File: src/rtl/inst_pipe_regs.sv
`default_nettype none
// ============================================================================
// Module      : inst_pipe_regs
// Description : Instruction pipeline-register chain (IF/ID, ID/EX, EX/MEM,
//               MEM/WB) feeding the Control block. Advances one stage per
//               clock, inserts a one-cycle bubble on a load-use hazard and
//               squashes wrong-path instructions when a BEQ in EX/MEM is
//               taken.
// Revision    : 1.0 - initial release
// ----------------------------------------------------------------------------
// Parameters:
//   NOP_WORD       bubble/squash word (SLL $0,$0,0 by default)
// Ports:
//   clock          in   1   rising-edge clock
//   reset          in   1   asynchronous active-high reset
//   IF_Inst        in   32  instruction word from fetch
//   IF_Valid       in   1   IF_Inst carries a real instruction
//   IF_Ready       out  1   fetch word consumed this cycle (PC advance)
//   Branch_Taken   in   1   BEQ comparison result for EX/MEM instruction
//   PR_IFID_Inst   out  32  IF/ID instruction register
//   PR_IDEX_Inst   out  32  ID/EX instruction register
//   PR_EXMEM_Inst  out  32  EX/MEM instruction register
//   PR_MEMWB_Inst  out  32  MEM/WB instruction register
//   Pipe_State     out  2   action of last edge: 0 RUN, 1 STALL, 2 FLUSH
//   Stall_Count    out  16  saturating load-use stall count
//   Flush_Count    out  16  saturating taken-branch flush count
// Configuration macro:
//   INST_PIPE_STATS_EN  when defined, Stall_Count/Flush_Count are real
//                       saturating counters; otherwise both read 16'h0000
//                       and no counter flops are built.
// ============================================================================
module inst_pipe_regs #(
    parameter logic [31:0] NOP_WORD = 32'h00000000
) (
    input  logic        clock,
    input  logic        reset,
    input  logic [31:0] IF_Inst,
    input  logic        IF_Valid,
    output logic        IF_Ready,
    input  logic        Branch_Taken,
    output logic [31:0] PR_IFID_Inst,
    output logic [31:0] PR_IDEX_Inst,
    output logic [31:0] PR_EXMEM_Inst,
    output logic [31:0] PR_MEMWB_Inst,
    output logic [1:0]  Pipe_State,
    output logic [15:0] Stall_Count,
    output logic [15:0] Flush_Count
);

    localparam logic [5:0] c_OP_LW      = 6'b100011;
    localparam logic [5:0] c_OP_SW      = 6'b101011;
    localparam logic [5:0] c_OP_BEQ     = 6'b000100;
    localparam logic [5:0] c_OP_SPECIAL = 6'b000000;

    typedef enum logic [1:0] {
        PS_RUN   = 2'd0,
        PS_STALL = 2'd1,
        PS_FLUSH = 2'd2
    } pipe_state_t;

    logic [31:0] r_ifid;
    logic [31:0] r_idex;
    logic [31:0] r_exmem;
    logic [31:0] r_memwb;
    pipe_state_t r_state;

    logic [5:0]  w_idex_op;
    logic [4:0]  w_idex_rt;
    logic [5:0]  w_ifid_op;
    logic [4:0]  w_ifid_rs;
    logic [4:0]  w_ifid_rt;
    logic        w_ifid_reads_rt;
    logic        w_load_use;
    logic        w_flush;
    logic        w_stall;

    // ------------------------------------------------------------------------
    // Hazard detection
    // ------------------------------------------------------------------------
    assign w_idex_op = r_idex[31:26];
    assign w_idex_rt = r_idex[20:16];
    assign w_ifid_op = r_ifid[31:26];
    assign w_ifid_rs = r_ifid[25:21];
    assign w_ifid_rt = r_ifid[20:16];

    // Only R-type, BEQ and SW actually read rt as a source; for I-type ALU
    // ops and loads the rt field is a destination and must not trigger.
    assign w_ifid_reads_rt = (w_ifid_op == c_OP_SPECIAL) ||
                             (w_ifid_op == c_OP_BEQ)     ||
                             (w_ifid_op == c_OP_SW);

    // A load into $0 never produces a usable value, so it cannot cause a stall.
    assign w_load_use = (w_idex_op == c_OP_LW) &&
                        (w_idex_rt != 5'd0)    &&
                        ((w_idex_rt == w_ifid_rs) ||
                         (w_ifid_reads_rt && (w_idex_rt == w_ifid_rt)));

    assign w_flush = Branch_Taken && (r_exmem[31:26] == c_OP_BEQ);

    // Flush squashes the dependent instruction, so a coinciding stall is moot.
    assign w_stall  = w_load_use && !w_flush;
    assign IF_Ready = !w_stall;

    // ------------------------------------------------------------------------
    // Pipeline registers and last-action state
    // ------------------------------------------------------------------------
    always_ff @(posedge clock or posedge reset) begin
        if (reset) begin
            r_ifid  <= NOP_WORD;
            r_idex  <= NOP_WORD;
            r_exmem <= NOP_WORD;
            r_memwb <= NOP_WORD;
            r_state <= PS_RUN;
        end else if (w_flush) begin
            // The branch itself retires; everything younger is wrong-path.
            r_ifid  <= NOP_WORD;
            r_idex  <= NOP_WORD;
            r_exmem <= NOP_WORD;
            r_memwb <= r_exmem;
            r_state <= PS_FLUSH;
        end else if (w_load_use) begin
            // IF/ID holds the dependent instruction; a bubble goes to EX.
            r_idex  <= NOP_WORD;
            r_exmem <= r_idex;
            r_memwb <= r_exmem;
            r_state <= PS_STALL;
        end else begin
            r_ifid  <= IF_Valid ? IF_Inst : NOP_WORD;
            r_idex  <= r_ifid;
            r_exmem <= r_idex;
            r_memwb <= r_exmem;
            r_state <= PS_RUN;
        end
    end

    assign PR_IFID_Inst  = r_ifid;
    assign PR_IDEX_Inst  = r_idex;
    assign PR_EXMEM_Inst = r_exmem;
    assign PR_MEMWB_Inst = r_memwb;
    assign Pipe_State    = r_state;

    // ------------------------------------------------------------------------
    // Optional statistics counters (saturating, never wrap)
    // ------------------------------------------------------------------------
`ifdef INST_PIPE_STATS_EN
    logic [15:0] r_stall_cnt;
    logic [15:0] r_flush_cnt;

    always_ff @(posedge clock or posedge reset) begin
        if (reset) begin
            r_stall_cnt <= 16'h0000;
            r_flush_cnt <= 16'h0000;
        end else begin
            if (w_flush && (r_flush_cnt != 16'hFFFF)) begin
                r_flush_cnt <= r_flush_cnt + 16'd1;
            end
            if (w_stall && (r_stall_cnt != 16'hFFFF)) begin
                r_stall_cnt <= r_stall_cnt + 16'd1;
            end
        end
    end

    assign Stall_Count = r_stall_cnt;
    assign Flush_Count = r_flush_cnt;
`else
    assign Stall_Count = 16'h0000;
    assign Flush_Count = 16'h0000;
`endif

endmodule
`default_nettype wire

File: config.mk
export PLATFORM = sky130hd
export DESIGN_NAME = inst_pipe_regs
export DESIGN_NICKNAME = d
export VERILOG_FILES = /design/src/rtl/inst_pipe_regs.sv
export SDC_FILE = /design/constraint.sdc
export NUM_CORES = 1
export LEC_CHECK = 0
export ABC_CLOCK_PERIOD_IN_PS = 9950
export BUFFER_PORTS_ARGS = -buffer_cell sky130_fd_sc_hd__buf_2
export CORE_MARGIN = 5
export CORE_UTILIZATION = 51
export DETAILED_ROUTE_END_ITERATION = 10
export PLACE_DENSITY = 0.84
export SLEW_MARGIN = 20
export SYNTH_ARGS = -nofsm -noshare
export SYNTH_HDL_FRONTEND = slang
export SYNTH_SLANG_ARGS = --single-unit
File: constraint.sdc
create_clock -name clock -period 9.95 [get_ports clock]
set_input_delay 0.995 -clock clock [delete_from_list [all_inputs] [get_ports clock]]
set_output_delay 0.995 -clock clock [all_outputs]
set_load 0.01 [all_outputs]
==> impl_results.md <==
* Setup CP Type: register to output port
* Largest net degree at the start of global routing at 79
* Fin. max-slew vios at 0
* P per Cell Area at between 200 and 250 mW/mm2
* Buffers on Ports at 166
* Netlist cell types at 32
* Post-cts resize count at 0
* Antenna violations before repair at 1
* Drt pass-1 iters at 5
* Setup ws final at 5.76 ns
* Total Power at 1.37 mW
* Reg-to-reg startpoint: PR_IDEX_Inst[28]
* Status: finished clean
* Sw frac at approximately 23%
* Postcts setup bufs at 0
* CP delay by family, top: simple AND/OR/NAND/NOR gates
* GR Overflow Total at 0
* RSZ-0062 raised after global routing: false
* Chip Width at 107 um
* Yosys warnings at 0
* Flop pwr share at 42.2%
* Peak supply drop at 0.143 mV
* # setup viols final at 0
* Clock Pin Slew Worst Setup and Hold Paths at 0.06 ns
* R2r worst-path depth at 5
* Final hold viol count at 0
* WL/cell at ~17 um
* # IOs at 199
* CP Data Arrival Time at 3.20 ns
* Worst-path cell chain: or4b_4 -> a211oi_2 -> or4b_1 -> a21o_1 -> buf_2
* Hold WC Path Type: register to register
* Logic gate share of total power at 7.7%
* Setup Skew at 0.0112 ns
* Top layer in use: met4
* Post-Route WL at 11500 um
* Metal3 WL at roughly 760 um
* Syn Std Cell Area at 0.00484 mm2
* Worst slew pin tran at 1.06 ns
* 1st-iter DRT viols at ~210
* Tot GR Track Use at 20.8%
* Fin crit period at 4.19 ns
* Post-DP Area at 0.00561 mm2
* CTS Sinks at 130
* Max-Cap Viols at 0
* First-pass GRT wire length at approximately 18000 um
* Achievable Freq at 238 MHz
* Final worst-path cycle share at 42.1%
* Fillers at 675
* Slew HR at just under 30%
* CP endpoint: IF_Ready
* Worst path max stage delay at between 0.9 and 1 ns
* Via count at ~3400
* Synth Register Bits at 130
* Leakage at 3.34 nW
* Setup TNS at 0 ns
* R2R Path End: PR_IFID_Inst[5]
* Clock latency on the worst-skew pair at 0.50 ns
* Crit start category: register
* Die Footprint at about 0.012 mm2
* Die height at 107 um
* Core area at 0.00924 mm2
* R2r setup slk at just over 7 ns
* Final Hold Slack at 0.366 ns
* Post-Synthesis Cells at ~380
* CP max FO at 33
* Post-Syn Area per Cell at 12.6 um2
* Worst endpoint required time at 8.96 ns
* CTS tree: yes
* Hpwl dp at 8180 um
* Area grow syn2layout at 29.7%
* WP depth at 5
* DRT antenna net count at 0
* Rows at 35
* Fin area at ~0.0063 mm2
* Initial core utilization at between 50% and 60%
* Gpl congestion at ~0.85
* Root buffer cell: clkbuf_8
* Worst Setup End Kind: output port
* Vias in the first global route at 3513
* Share of cells above drive strength 1 at 37.7%
* CP max-delay cell: or4b_1
* Vias per cell at 4.93
* Clock group share of total power at between 50% and 60%
* Sequential fraction of the synthesis area at 67.2%
* Power Internal at ~1.1 mW
* TritonCTS Buffers at 17
* Htree depth at 4
* CP bufs+invs at 1
* DRC at 0
* Switching pwr at about 0.31 mW
* Met2 wire length at 6020 um
* Placement-stage worst setup slack at 6.13 ns
* M1 wire length at 4320 um
* CP startpoint: PR_IDEX_Inst[28]
* Final #Nets at slightly below 600
* Clock Path Buffers at 2
* Hold-fix buffers at CTS at 0
[through the flow]
step / cells / utilization (%)
after CTS: 688 / 67.9
after global placement: 656 / 60.7
after global routing: 689 / 67.9
after floorplan: 414 / -
after detailed placement: 656 / 60.7
final: 689 / 67.9
[sequential cells by signal, summed over array words and instances (netlist names)]
signal,flops
PR_IFID_Inst,32
PR_MEMWB_Inst,32
Pipe_State,2
PR_IDEX_Inst,32
PR_EXMEM_Inst,32
[kinds of logic (layout without fill, tap and decap cells)]
| family | Yosys count | after routing | share of synthesized area (%) |
|---|---|---|---|
| flops | 130 | 130 | 67.2 |
| simple gates | 113 | 113 | 15.4 |
| compound gates | 66 | 66 | 7.03 |
| buf+inv | 63 | 208 | 8.43 |
| xor+xnor | 10 | 10 | 1.81 |
| other cells | 1 | 33 | 0.0775 |
[layer usage]
metal	global-route usage [%]	up-vias
met5	0	-
met4	9.65	0
met3	6.06	31
met2	34.6	164
met1	24.9	1632
li1	-	1569
[layout by cell type (no fill, tap or decap), types with 3 or more instances in the layout]
cell	synthesis	final
dfrtp_1	130	130
xor2_1	5	5
bufinv_16	0	6
buf_2	6	166
xnor2_1	5	5
inv_6	0	5
nor4_1	3	3
a21oi_1	33	33
nand4_1	33	33
clkbuf_16	0	16
buf_4	32	6
conb_1	1	32
nor2b_1	31	31
and2_1	31	31
o21ai_0	29	29
[layout make-up]
type | count | area (um2) | area share (%)
Multi-Input combinational cell | 221 | 1300 | 20.7
Sequential cell | 130 | 3250 | 51.8
Timing Repair Buffer | 172 | 876 | 14.0
Inverter | 4 | 17.5 | 0.279
Tap cell | 129 | 161 | 2.57
Clock buffer | 18 | 418 | 6.66
Clock inverter | 14 | 248 | 3.95
Antenna cell | 1 | 2.50 | 0.0399
[power groups by stage]
stage / Combinational [mW] / Clock, mW / Sequential, mW
final: 0.106 / 0.689 / 0.579
after global routing: 0.117 / 0.729 / 0.584
after global placement: 0.105 / 0 / 0.587
after floorplan: 0.0499 / 0 / 0.601
after detailed placement: 0.107 / 0 / 0.589
after CTS: 0.108 / 0.700 / 0.580
[cells in the mapped netlist (all sizes together)]
cell    instances  area share [%]
nand3           1            0.10
a21o            1            0.16
a21oi          33             3.4
and4            1            0.18
xnor2           5            0.91
or4b            3            0.70
and3            1            0.13
nor4b           2            0.98
nand2           2            0.16
dfrtp         130              67
nand4          33             4.3
buf            42             6.7
clkbuf         17             1.4
inv             4            0.31
and2           31             4.0
o21ai          31             3.2
conb            1           0.078
nor4            3            0.39
nor2            2            0.16
a211oi          1            0.26
nor2b          31             4.0
nor3            2            0.21
nand2b          1            0.13
xor2            5            0.91
[worst min path at each step]
stage                                 start                end  slack [ns]  cells past startpoint
after floorplan            PR_EXMEM_Inst[0]   PR_MEMWB_Inst[0]        0.42                      0
after global placement    PR_EXMEM_Inst[22]  PR_MEMWB_Inst[22]        0.35                      0
after detailed placement  PR_EXMEM_Inst[17]  PR_MEMWB_Inst[17]        0.35                      0
after CTS                 PR_EXMEM_Inst[17]  PR_MEMWB_Inst[17]        0.37                      0
after global routing      PR_EXMEM_Inst[17]  PR_MEMWB_Inst[17]        0.38                      0
final                     PR_EXMEM_Inst[17]  PR_MEMWB_Inst[17]        0.37                      0
Power figures use the tool's default switching activity.
